[config.mk]
export PLATFORM = sky130hd
export DESIGN_NAME = bus_arbiter_flat
export DESIGN_NICKNAME = d
export VERILOG_FILES = /design/src/rtl/bus_arbiter_if.sv /design/src/rtl/bus_arbiter.sv /design/src/flat_wrapper.sv
export SDC_FILE = /design/constraint.sdc
export NUM_CORES = 1
export LEC_CHECK = 0
export CAP_MARGIN = 5
export CORE_MARGIN = 1.5
export CORE_UTILIZATION = 40
export DETAILED_ROUTE_END_ITERATION = 6
export HOLD_SLACK_MARGIN = 0.06
export PLACE_DENSITY = 0.87
export SLEW_MARGIN = 20
export SYNTH_ARGS = -nofsm -noshare
export SYNTH_HDL_FRONTEND = slang
export SYNTH_SLANG_ARGS = --single-unit
[constraint.sdc]
create_clock -name clk -period 2.3 [get_ports clk]
set_input_delay 0.46 -clock clk [delete_from_list [all_inputs] [get_ports clk]]
set_output_delay 0.46 -clock clk [all_outputs]
set_load 0.01 [all_outputs]
[src/rtl/bus_arbiter_if.sv]
// Bus arbiter interface: groups the request/address and grant/address
// signals shared between two bus masters and the arbiter.
//   m1_req, m2_req   : master bus requests, level-held per transaction
//   m1_addr, m2_addr : master addresses (16 bit)
//   m1_grant, m2_grant : per-master ownership flags from the arbiter
//   msel             : owning master, 0 = master 1 or none, 1 = master 2
//   addr             : address of the owning master, zero when idle
//   bus_busy         : high while either master owns the bus
// Modports: master = request side, slave = arbiter side.
interface bus_arbiter_if;
  logic        m1_req;
  logic        m2_req;
  logic [15:0] m1_addr;
  logic [15:0] m2_addr;
  logic        m1_grant;
  logic        m2_grant;
  logic        msel;
  logic [15:0] addr;
  logic        bus_busy;

  modport master (
    output m1_req, m2_req, m1_addr, m2_addr,
    input  m1_grant, m2_grant, msel, addr, bus_busy
  );

  modport slave (
    input  m1_req, m2_req, m1_addr, m2_addr,
    output m1_grant, m2_grant, msel, addr, bus_busy
  );
endinterface

[src/rtl/bus_arbiter.sv]
// Two-master round-robin bus arbiter with bounded hold time.
// A granted master keeps the bus while it requests; once it has held the bus
// for HOLD_MAX cycles a contending master may pre-empt it. Every handover
// passes through one IDLE cycle, so the two grants are never high together.
// Ports:
//   clk : system clock, rising-edge
//   rst : synchronous active-high reset
//   bus : bus_arbiter_if.slave (requests/addresses in, grants/addr out)
// Parameter HOLD_MAX : grant cycles before pre-emption is allowed (2..256).
module bus_arbiter #(
  parameter int HOLD_MAX = 16
) (
  input  logic           clk,
  input  logic           rst,
  bus_arbiter_if.slave   bus
);

  typedef enum logic [1:0] {
    IDLE = 2'd0,
    GNT1 = 2'd1,
    GNT2 = 2'd2
  } state_t;

  localparam logic [7:0] HOLD_LAST = 8'(HOLD_MAX - 1);

  state_t      state;
  state_t      next_state;
  logic        last_m;      // last granted master: 0 = master 1, 1 = master 2
  logic [7:0]  hold_cnt;    // grant cycles already completed, saturating
  logic        hold_done;
  logic        m1_grant;
  logic        m2_grant;
  logic        msel;
  logic        bus_busy;
  logic [15:0] addr;

  // Next-state decision: idle arbitration, release and pre-emption.
  always_comb begin
    next_state = state;
    hold_done  = (hold_cnt == HOLD_LAST);
    case (state)
      IDLE: begin
        if (bus.m1_req && bus.m2_req) begin
          // Tie: favour the master that did not have the bus last.
          next_state = last_m ? GNT1 : GNT2;
        end else if (bus.m1_req) begin
          next_state = GNT1;
        end else if (bus.m2_req) begin
          next_state = GNT2;
        end else begin
          next_state = IDLE;
        end
      end
      GNT1: begin
        if (!bus.m1_req || (hold_done && bus.m2_req)) begin
          next_state = IDLE;
        end else begin
          next_state = GNT1;
        end
      end
      GNT2: begin
        if (!bus.m2_req || (hold_done && bus.m1_req)) begin
          next_state = IDLE;
        end else begin
          next_state = GNT2;
        end
      end
      default: next_state = IDLE;
    endcase
  end

  // State, registered grant flags, round-robin memory and hold counter.
  always_ff @(posedge clk) begin
    if (rst) begin
      state    <= IDLE;
      m1_grant <= 1'b0;
      m2_grant <= 1'b0;
      msel     <= 1'b0;
      bus_busy <= 1'b0;
      hold_cnt <= 8'd0;
      last_m   <= 1'b1;  // master 1 wins the first tie after reset
    end else begin
      state    <= next_state;
      // Outputs are registered from next_state so they track state exactly.
      m1_grant <= (next_state == GNT1);
      m2_grant <= (next_state == GNT2);
      msel     <= (next_state == GNT2);
      bus_busy <= (next_state != IDLE);
      if ((state == IDLE) && (next_state == GNT1)) begin
        last_m <= 1'b0;
      end else if ((state == IDLE) && (next_state == GNT2)) begin
        last_m <= 1'b1;
      end else begin
        last_m <= last_m;
      end
      // Held at zero in IDLE, so each grant starts counting from zero.
      if (state == IDLE) begin
        hold_cnt <= 8'd0;
      end else if (!hold_done) begin
        hold_cnt <= hold_cnt + 8'd1;
      end else begin
        hold_cnt <= hold_cnt;
      end
    end
  end

  // Address mux to the decoder, following the current owner.
  always_comb begin
    addr = 16'h0000;
    case (state)
      GNT1:    addr = bus.m1_addr;
      GNT2:    addr = bus.m2_addr;
      default: addr = 16'h0000;
    endcase
  end

  assign bus.m1_grant = m1_grant;
  assign bus.m2_grant = m2_grant;
  assign bus.msel     = msel;
  assign bus.bus_busy = bus_busy;
  assign bus.addr     = addr;

endmodule
[src/flat_wrapper.sv]
// flat-port wrapper written by rule: the top's interface ports become plain ports
module bus_arbiter_flat 
#(
  parameter int HOLD_MAX = 16
)
  (clk, rst, bus_m1_req, bus_m2_req, bus_m1_addr, bus_m2_addr, bus_m1_grant, bus_m2_grant, bus_msel, bus_addr, bus_bus_busy);
  bus_arbiter_if bus_i ();
  input  logic clk;
  input  logic rst;
  input wire logic [$bits(bus_i.m1_req)-1:0] bus_m1_req;
  input wire logic [$bits(bus_i.m2_req)-1:0] bus_m2_req;
  input wire logic [$bits(bus_i.m1_addr)-1:0] bus_m1_addr;
  input wire logic [$bits(bus_i.m2_addr)-1:0] bus_m2_addr;
  output wire logic [$bits(bus_i.m1_grant)-1:0] bus_m1_grant;
  output wire logic [$bits(bus_i.m2_grant)-1:0] bus_m2_grant;
  output wire logic [$bits(bus_i.msel)-1:0] bus_msel;
  output wire logic [$bits(bus_i.addr)-1:0] bus_addr;
  output wire logic [$bits(bus_i.bus_busy)-1:0] bus_bus_busy;
  assign bus_i.m1_req = bus_m1_req;
  assign bus_i.m2_req = bus_m2_req;
  assign bus_i.m1_addr = bus_m1_addr;
  assign bus_i.m2_addr = bus_m2_addr;
  assign bus_m1_grant = bus_i.m1_grant;
  assign bus_m2_grant = bus_i.m2_grant;
  assign bus_msel = bus_i.msel;
  assign bus_addr = bus_i.addr;
  assign bus_bus_busy = bus_i.bus_busy;
  bus_arbiter #(.HOLD_MAX(HOLD_MAX)) u_core (.clk(clk), .rst(rst), .bus(bus_i));
endmodule
==> impl_metrics.tcl <==
set metrics [dict create \
    dpl-instance-area_mm2 0.00151 \
    cts_max_level 1 \
    grt_pass1_vias 927 \
    die_area_mm2 0.00266 \
    die_w_um 51.6 \
    initial_core_util_pct 42.6 \
    drtAntennaViolNets 0 \
    gr-total-overflow 0 \
    grt.met3_usage_pct 3.74 \
    stdcell_area_mm2 0.00161 \
    end_kind "primary output" \
    yosysTopAreaCellShare_pct 29.7 \
    grt_max_degree 19 \
    grtUsageMet2_pct 35.7 \
    rsz0062_at_grt "false" \
    hold_violations 0 \
    use_met1_pct 27.5 \
    grt_pass1_wl_um 4260 \
    antennaDiodeCount 0 \
    tightest_slew_ps 293 \
    max-slew-margin-rel_pct 80.3 \
    syn_nets 154 \
    cts_made_buffers 3 \
    clk_pin_slew_ps 80 \
    hp-class "reg2reg" \
    synthToLayoutAreaGrowth_pct 70.3 \
    dr.first_iter.drc_count 23 \
    clock_sinks 14 \
    top_usage_layer "met2" \
    maxCapViolCount 0 \
    syn_area_um2 943 \
    finalWeightedCongestion 0.851 \
    final_cells 199 \
    post-route-drc-count 0 \
    route.vias.total 1065 \
    irDropWorstVdd_mv 0.498 \
    drv_slew 0 \
    crit_fanout 14 \
    setup_slack_ps 105 \
    yosysUniqueCellTypes 30 \
    post-dp-hpwl_um 2180 \
    post-place-ws_ps -34.4 \
    synth_edf_count 0 \
    avgSynthCellArea_um2 8.35 \
    drive_above_1_share_pct 11.1 \
    io_buffers 55 \
    ys_async_sr_fraction_pct 0 \
    coreArea_mm2 0.00221 \
    critPathArrivalTime_ps 1730 \
    clockBufferDepth 2 \
    yosys.area.top_type "dfxtp_1" \
    total_power_mw 0.684 \
    ys_seq_area_share_pct 29.7 \
    row_count 17 \
    finalNetCount 214 \
    io_pins 56 \
    critPathLaunchType "flip-flop" \
    fin_skew_ps 1.86 \
    period_share_pct 95.4 \
    yosysWarnings 0 \
    cts_root_buffer "clkbuf_4" \
    place_inst 191 \
    leakage_nw 0.744 \
    fmax_mhz 456 \
    outcome "complete, no violations" \
    cts_tree "built" \
    grt_usage_pct 21.4 \
    worst_ep_required_time_ps 1840 \
    synth_area_leaders "dfxtp_1 30%, a22oi_1 13%, nor2b_1 11%" \
    synth.cells.most_frequent "16 x a22oi_1, 16 x nor2b_1, 14 x dfxtp_1, 10 x nand2_1, 6 x nor2_1" \
    clock_latency_ps 280 \
    viasPerCell 5.35 \
    synth_cells 113 \
    holdWs_ps 506 \
    power.density_cell_area_mw_per_mm2 426 \
    setup_viol 0 \
    ys_ff_latch 14 \
    hold_buffers 0 \
    grt_antenna_before_repair 0 \
    dr.pass1.iters 4 \
    wirelength_um 2960 \
    wl_per_cell_um 14.9 \
    ys.flop_type "dfxtp_1" \
    die-height_um 51.6 \
    path_class "reg2out" \
    period_minus_slack_ps 2190 \
]
==> layer usage <==
layer / wire length (um) / part of all wire, % / vias to the layer above
met5: 0 / 0 / -
met4: 63 / 2.1 / 0
met3: 103 / 3.5 / 7
met2: 1620 / 55 / 25
met1: 1170 / 39 / 510
li1: - / - / 523
==> timing repair <==
action	in CTS	in global routing
setup endpoints to repair	16	7
resized for setup	14	7
setup buffers	0	5
pin swaps	1	1
==> sequential cells by signal, summed over array words and instances, names as in the netlist <==
| signal | flops |
|---|---|
| u_core.state | 2 |
| u_core.bus.bus_busy | 1 |
| u_core.bus.msel | 1 |
| u_core.hold_cnt | 8 |
| u_core.last_m | 1 |
| u_core.bus.m1_grant | 1 |
==> layout make-up <==
class | instances | area [um^2]
Clock buffer | 3 | 22.5
Fill cell | 185 | 606
Inverter | 3 | 11.3
Multi-Input combinational cell | 89 | 647
Sequential cell | 14 | 282
Tap cell | 28 | 35.0
Timing Repair Buffer | 62 | 609
==> logic make-up after synthesis <==
group	Yosys count	synth area share (%)
flops	14	29.7
xor+xnor	5	4.64
simple gates	50	30.5
fa+ha+maj	5	6.63
buf+inv	10	4.38
compound gates	29	24.1
==> where the power goes <==
group          switching (mW)  internal [mW]
Combinational           0.117          0.164
Sequential            0.00971          0.257
Clock                  0.0760         0.0608
Total                   0.202          0.481
==> layout by cell type (no fill, tap or decap), types with 2 or more instances in the layout <==
master and n:
a21oi_1 5, a22oi_1 16, and4_1 2, buf_4 7, clkbuf_4 3, clkdlybuf4s50_1 39
dfxtp_1 13, dlygate4sd2_1 9, dlymetal6s2s_1 7, ha_1 3, ha_4 2, inv_1 3
nand2_1 10, nand3_1 3, nor2_1 6, nor2b_1 16, nor3_1 4, o2111ai_1 2
or2_2 3, xnor2_1 2, xor2_1 3
==> worst max-delay path, cell delays in order, from the launching register on <==
cell           delay (ps)
dfxtp_1               330
inv_1                 160
ha_4                  260
buf_4                 150
a22oi_1                80
nor2b_1               180
dlygate4sd2_1         290
==> stage by stage <==
| step | setup TNS [ps] | util, % |
|---|---|---|
| finish | 0 | 72.6 |
| CTS | 0 | 70.1 |
| floorplan | 0 | - |
| global placement | 0 | 68.4 |
| detailed placement | -95.5 | 68.4 |
| global route | 0 | 72.6 |
==> worst paths after layout <==
check | from | end | slack [ps] | cells after the start
worst max-delay path | u_core.state[0] | bus_addr[5] | 110 | 6
worst max register to register | u_core.hold_cnt[0] | u_core.last_m | 720 | 5
worst min register to register | u_core.hold_cnt[1] | u_core.hold_cnt[1] | 510 | 2
worst min-delay path | u_core.hold_cnt[1] | u_core.hold_cnt[1] | 510 | 2
No activity file was read; power rests on OpenSTA's default activity.
